===== config.mk =====
export PLATFORM = sky130hd
export DESIGN_NAME = gray_counter_n_flat
export DESIGN_NICKNAME = d
export VERILOG_FILES = /design/src/rtl/gray_counter_n_if.sv /design/src/rtl/gray_counter_n.sv /design/src/flat_wrapper.sv
export SDC_FILE = /design/constraint.sdc
export NUM_CORES = 1
export LEC_CHECK = 0
export CAP_MARGIN = 20
export CORE_AREA = 3 3 53 55
export CTS_CLUSTER_SIZE = 30
export DETAILED_ROUTE_END_ITERATION = 10
export DIE_AREA = 0 0 56 58
export HOLD_SLACK_MARGIN = 0.03
export PLACE_DENSITY = 0.77
export SYNTH_ARGS = -nofsm -noshare
export SYNTH_HDL_FRONTEND = slang
export SYNTH_SLANG_ARGS = --single-unit

===== constraint.sdc =====
create_clock -name clk -period 2.1 [get_ports clk]
set_input_delay 0.63 -clock clk [delete_from_list [all_inputs] [get_ports clk]]
set_output_delay 0.63 -clock clk [all_outputs]
set_load 0.01 [all_outputs]

===== src/rtl/gray_counter_n_if.sv =====
// Counter control and status bundle for gray_counter_n.
// The master drives control into the counter; the slave side is the counter itself.
interface gray_counter_n_if #(
  parameter int WIDTH = 8
);
  logic             en;
  logic             up_dn;
  logic             load;
  logic [WIDTH-1:0] load_val;
  logic [WIDTH-1:0] count;
  logic [WIDTH-1:0] bin;
  logic             tc;
  logic             wrap;

  modport master (
    output en, up_dn, load, load_val,
    input  count, bin, tc, wrap
  );

  modport slave (
    input  en, up_dn, load, load_val,
    output count, bin, tc, wrap
  );
endinterface


===== src/rtl/gray_counter_n.sv =====
// Parametrised up/down Gray counter with load, wrap/saturate boundary mode,
// registered Gray and binary outputs, terminal-count and wrap-pulse flags.
module gray_counter_n #(
  parameter int WIDTH    = 8,
  parameter int SATURATE = 0
) (
  input logic            clk,
  input logic            rst_n,
  gray_counter_n_if.slave bus
);

  localparam logic [WIDTH-1:0] max_val = '1;
  localparam logic [WIDTH-1:0] one_val = WIDTH'(1);

  logic [WIDTH-1:0] bin_q;
  logic [WIDTH-1:0] count_q;
  logic             wrap_q;
  logic [WIDTH-1:0] next_bin;
  logic             next_wrap;

  // NOTE: every combinational output gets a default first so no path leaves it unassigned (no latch).
  always_comb begin
    next_bin  = bin_q;
    next_wrap = 1'b0;
    if (bus.load) begin
      next_bin = bus.load_val;
    end else if (bus.en) begin
      if (bus.up_dn) begin
        if (bin_q != max_val) begin
          next_bin = bin_q + one_val;
        end else if (SATURATE == 0) begin
          next_bin  = '0;
          next_wrap = 1'b1;
        end
      end else begin
        if (bin_q != '0) begin
          next_bin = bin_q - one_val;
        end else if (SATURATE == 0) begin
          next_bin  = max_val;
          next_wrap = 1'b1;
        end
      end
    end
  end

  // Gray is encoded from next_bin and registered so count never glitches.
  // NOTE: sequential state uses non-blocking assignments so all flops update together.
  always_ff @(posedge clk or negedge rst_n) begin
    if (!rst_n) begin
      bin_q   <= '0;
      count_q <= '0;
      wrap_q  <= 1'b0;
    end else begin
      bin_q   <= next_bin;
      count_q <= next_bin ^ (next_bin >> 1);
      wrap_q  <= next_wrap;
    end
  end

  assign bus.bin   = bin_q;
  assign bus.count = count_q;
  assign bus.wrap  = wrap_q;
  assign bus.tc    = bus.up_dn ? (bin_q == max_val) : (bin_q == '0);

endmodule


===== src/flat_wrapper.sv =====
// flat-port wrapper written by rule: the top's interface ports become plain ports
module gray_counter_n_flat 
#(
  parameter int WIDTH    = 8,
  parameter int SATURATE = 0
)
  (clk, rst_n, bus_en, bus_up_dn, bus_load, bus_load_val, bus_count, bus_bin, bus_tc, bus_wrap);
  gray_counter_n_if #(.WIDTH(WIDTH)) bus_i ();
  input logic clk;
  input logic rst_n;
  input wire logic [$bits(bus_i.en)-1:0] bus_en;
  input wire logic [$bits(bus_i.up_dn)-1:0] bus_up_dn;
  input wire logic [$bits(bus_i.load)-1:0] bus_load;
  input wire logic [$bits(bus_i.load_val)-1:0] bus_load_val;
  output wire logic [$bits(bus_i.count)-1:0] bus_count;
  output wire logic [$bits(bus_i.bin)-1:0] bus_bin;
  output wire logic [$bits(bus_i.tc)-1:0] bus_tc;
  output wire logic [$bits(bus_i.wrap)-1:0] bus_wrap;
  assign bus_i.en = bus_en;
  assign bus_i.up_dn = bus_up_dn;
  assign bus_i.load = bus_load;
  assign bus_i.load_val = bus_load_val;
  assign bus_count = bus_i.count;
  assign bus_bin = bus_i.bin;
  assign bus_tc = bus_i.tc;
  assign bus_wrap = bus_i.wrap;
  gray_counter_n #(.WIDTH(WIDTH), .SATURATE(SATURATE)) u_core (.clk(clk), .rst_n(rst_n), .bus(bus_i));
endmodule

==> results.txt <==
Tightest Pin Transition -> 462.7 ps
post-route cell area -> 1753 sq um
Tot GR Track Use -> 0.2190
Top Layer Used -> met4
syn nets -> 137
# rows -> 18
WP data required -> 1470 ps
Simple-Gate Fraction of Synth Area -> 0.1922
CP startpoint -> u_core.bus.bin[5]
Mapped Area -> 1120 sq um
Final Hold Fails -> 0
first-pass GRT wire length -> 5.568 mm
arrival time worst endpoint -> 1690 ps
die area -> 3248 sq um
crit path kind -> flop to output port
Post-synth EDFFs -> 0
final worst setup slack -> -224.5 ps
most frequent cell after synthesis -> dfrtp_1
Cell Area, Placed -> 1639 sq um
post-synthesis compound-gate area fraction -> 0.2380
P&R area growth vs syn -> 56.54%
most instantiated cells after synthesis -> 16 x dfrtp_1, 10 x nand2_1, 9 x inv_1, 8 x xnor2_1
starting DRC count in detailed routing -> 21
number of synthesized register bits -> 16
r2r setup slk -> 50 ps
Post-DRT Antenna Nets -> 0
failing checks -> negative setup slack
synth warn -> 0
Tot Pwr -> 1.118 mW
Avg WL per Cell -> 16.60 um
fin. max-slew vios -> 0
Final HPWL DP -> 2.697 mm
worst clock skew -> 4.152 ps
clk_lat worst skew -> 290 ps
Yosys top cell by area -> dfrtp_1
Avg Inst Size Synth -> 9.255 sq um
post-layout util -> 0.7207
initial antenna violation count -> 0
main combinational cell family by area after synthesis -> compound AO/OA/AOI/OAI gates
top-area cell type share of the netlist area -> 0.3575
setup TNS -> -224.5 ps
pwr dens -> 637.7 nW/um^2
Port Buf Inserts -> 30
DR DRC count -> 0
unrepaired setup endpoints after global routing -> true
GRT overflow -> 0
drt first pass iters -> 4
proportion of synthesized area in mux cells -> 0.008939
period utilization -> 1.107
Max FO, Critical Path -> 2
Synth area leaders -> dfrtp_1 36%, xnor2_1 6.3%, ha_1 3.4%
routability congestion estimate -> 0.8539
asr flop ratio synth -> 1.000
Via density -> 5.565
Max Cap Viol -> 0
CP peak stage delay -> 560 ps
clk slew on worst S/H paths -> 90 ps
Reg-to-Reg Start -> u_core.bus.bin[1]
sequential share of the synthesized area -> 0.3575
HP Class -> primary input to async pin
met3 wire len -> 204 um
cts bufs inserted -> 3
post-synthesis cell type count -> 42
htree depth -> 1
post-synthesis adder-cell area fraction -> 0.03352
Vias -> 1163
XOR/XNOR share of the synthesized area -> 0.09385
CP Cell Sequence -> or4_4 > nor2_4 > nand2_1 > o21ai_2 > buf_2
maximum vdd drop -> 0.7268 mV
status -> finished with violations
Slew HR -> 0.6875
final setup violation count -> 1
CTS max path bufs -> 2
Die Wd -> 56 um
largest net degree at the start of global routing -> 18
WL met2 -> 1.768 mm
# nets final -> 196
CTS tree -> built
clock sinks -> 16
post-synthesis instance total -> 121
R2R cell count -> 8
Root Buffer -> clkbuf_4
Starting Density -> 0.4604
die extent in y -> 58 um
total core area -> 2432 sq um
critical path's slowest cell -> or4_4
via count of the first global-routing pass -> 1208
Tmin final -> 2324 ps
crit end category -> output port
ant diodes -> 0
# IOs -> 31
Max Freq -> 430.2 MHz
Pleak -> 0.7607 nW
Main synth FF type -> dfrtp_1
WL met1 -> 1.392 mm
Worst setup SP type -> flop
layout cells sized above 1 -> 0.3073
final wirelength -> 3.469 mm
reg-to-reg endpoint -> u_core.bus.count[6]
-- per-layer routing --
layer  up-vias  GRT usage
met5         -          0
met4         0    0.07458
met2        47     0.3856
li1        549          -
met1       557     0.2553
met3        10    0.06459
-- registers in the layout, summed over array words and instances, names as in the netlist --
name              cells
u_core.bus.count      7
u_core.bus.wrap       1
u_core.bus.bin        8
-- per-stage QoR --
stage,std cells,setup slack [ps],hold slack (ps)
CTS,207,-241.4,667.4
global route,209,-316.1,661.7
global placement,203,-468.6,812.4
finish,209,-224.5,661.2
floorplan,121,13.90,334.4
detailed placement,203,-477.7,799.2
-- worst max-delay path: cells and delay by family (launching register included) --
kind | cells | cell delay, ps
and+or+nand+nor | 3 | 740
DFF | 1 | 400
buffers and inverters | 1 | 150
AOI/OAI and AO/OA | 1 | 130
-- how the worst max path moves through the flow --
stage,end,depth (start not counted),slack (ps)
after floorplan,bus_tc,5,10
after global placement,bus_tc,4,-470
after detailed placement,bus_tc,4,-480
after CTS,bus_tc,5,-240
after global routing,bus_tc,5,-320
final,bus_tc,5,-220
-- power by group --
group          switching, mW  leakage, nW  internal (mW)
registers             0.0278        0.189          0.359
logic                  0.245        0.551          0.284
clock network         0.0966       0.0210          0.106
-- repair_timing --
| action | in CTS | in global routing |
|---|---|---|
| setup buffers | 0 | 2 |
| hold buffers | 0 | 0 |
| gates resized for setup | 8 | 13 |
| setup endpoints to repair | 6 | 11 |
| pin swaps | 1 | 0 |
-- placed cells by master (no fill, tap or decap), types with 3 or more instances in the layout --
master / n
a21oi_1: 4
xnor2_1: 8
inv_1: 9
nor2_1: 5
clkdlybuf4s50_1: 26
dfrtp_1: 14
nand2_1: 10
nand2b_1: 3
or3_1: 3
nand3_1: 3
nor3b_1: 4
o21ai_0: 4
buf_4: 33
clkbuf_4: 3
xor2_1: 4
-- kinds of logic after synthesis --
family          Yosys count
simple gates             38
compound gates           33
buf+inv                  18
flops                    16
xor+xnor                 12
fa+ha+maj                 3
mux                       1
-- area by class of cell --
type / count / area, sq um
fillers: 191 / 679.4
repair buffers: 63 / 546.8
inverters: 9 / 33.78
well taps: 30 / 37.54
clock buffers: 4 / 36.28
multi-input cells: 87 / 695.7
flip-flops and latches: 16 / 402.9
Note: power is estimated with default switching activity, not from simulation.
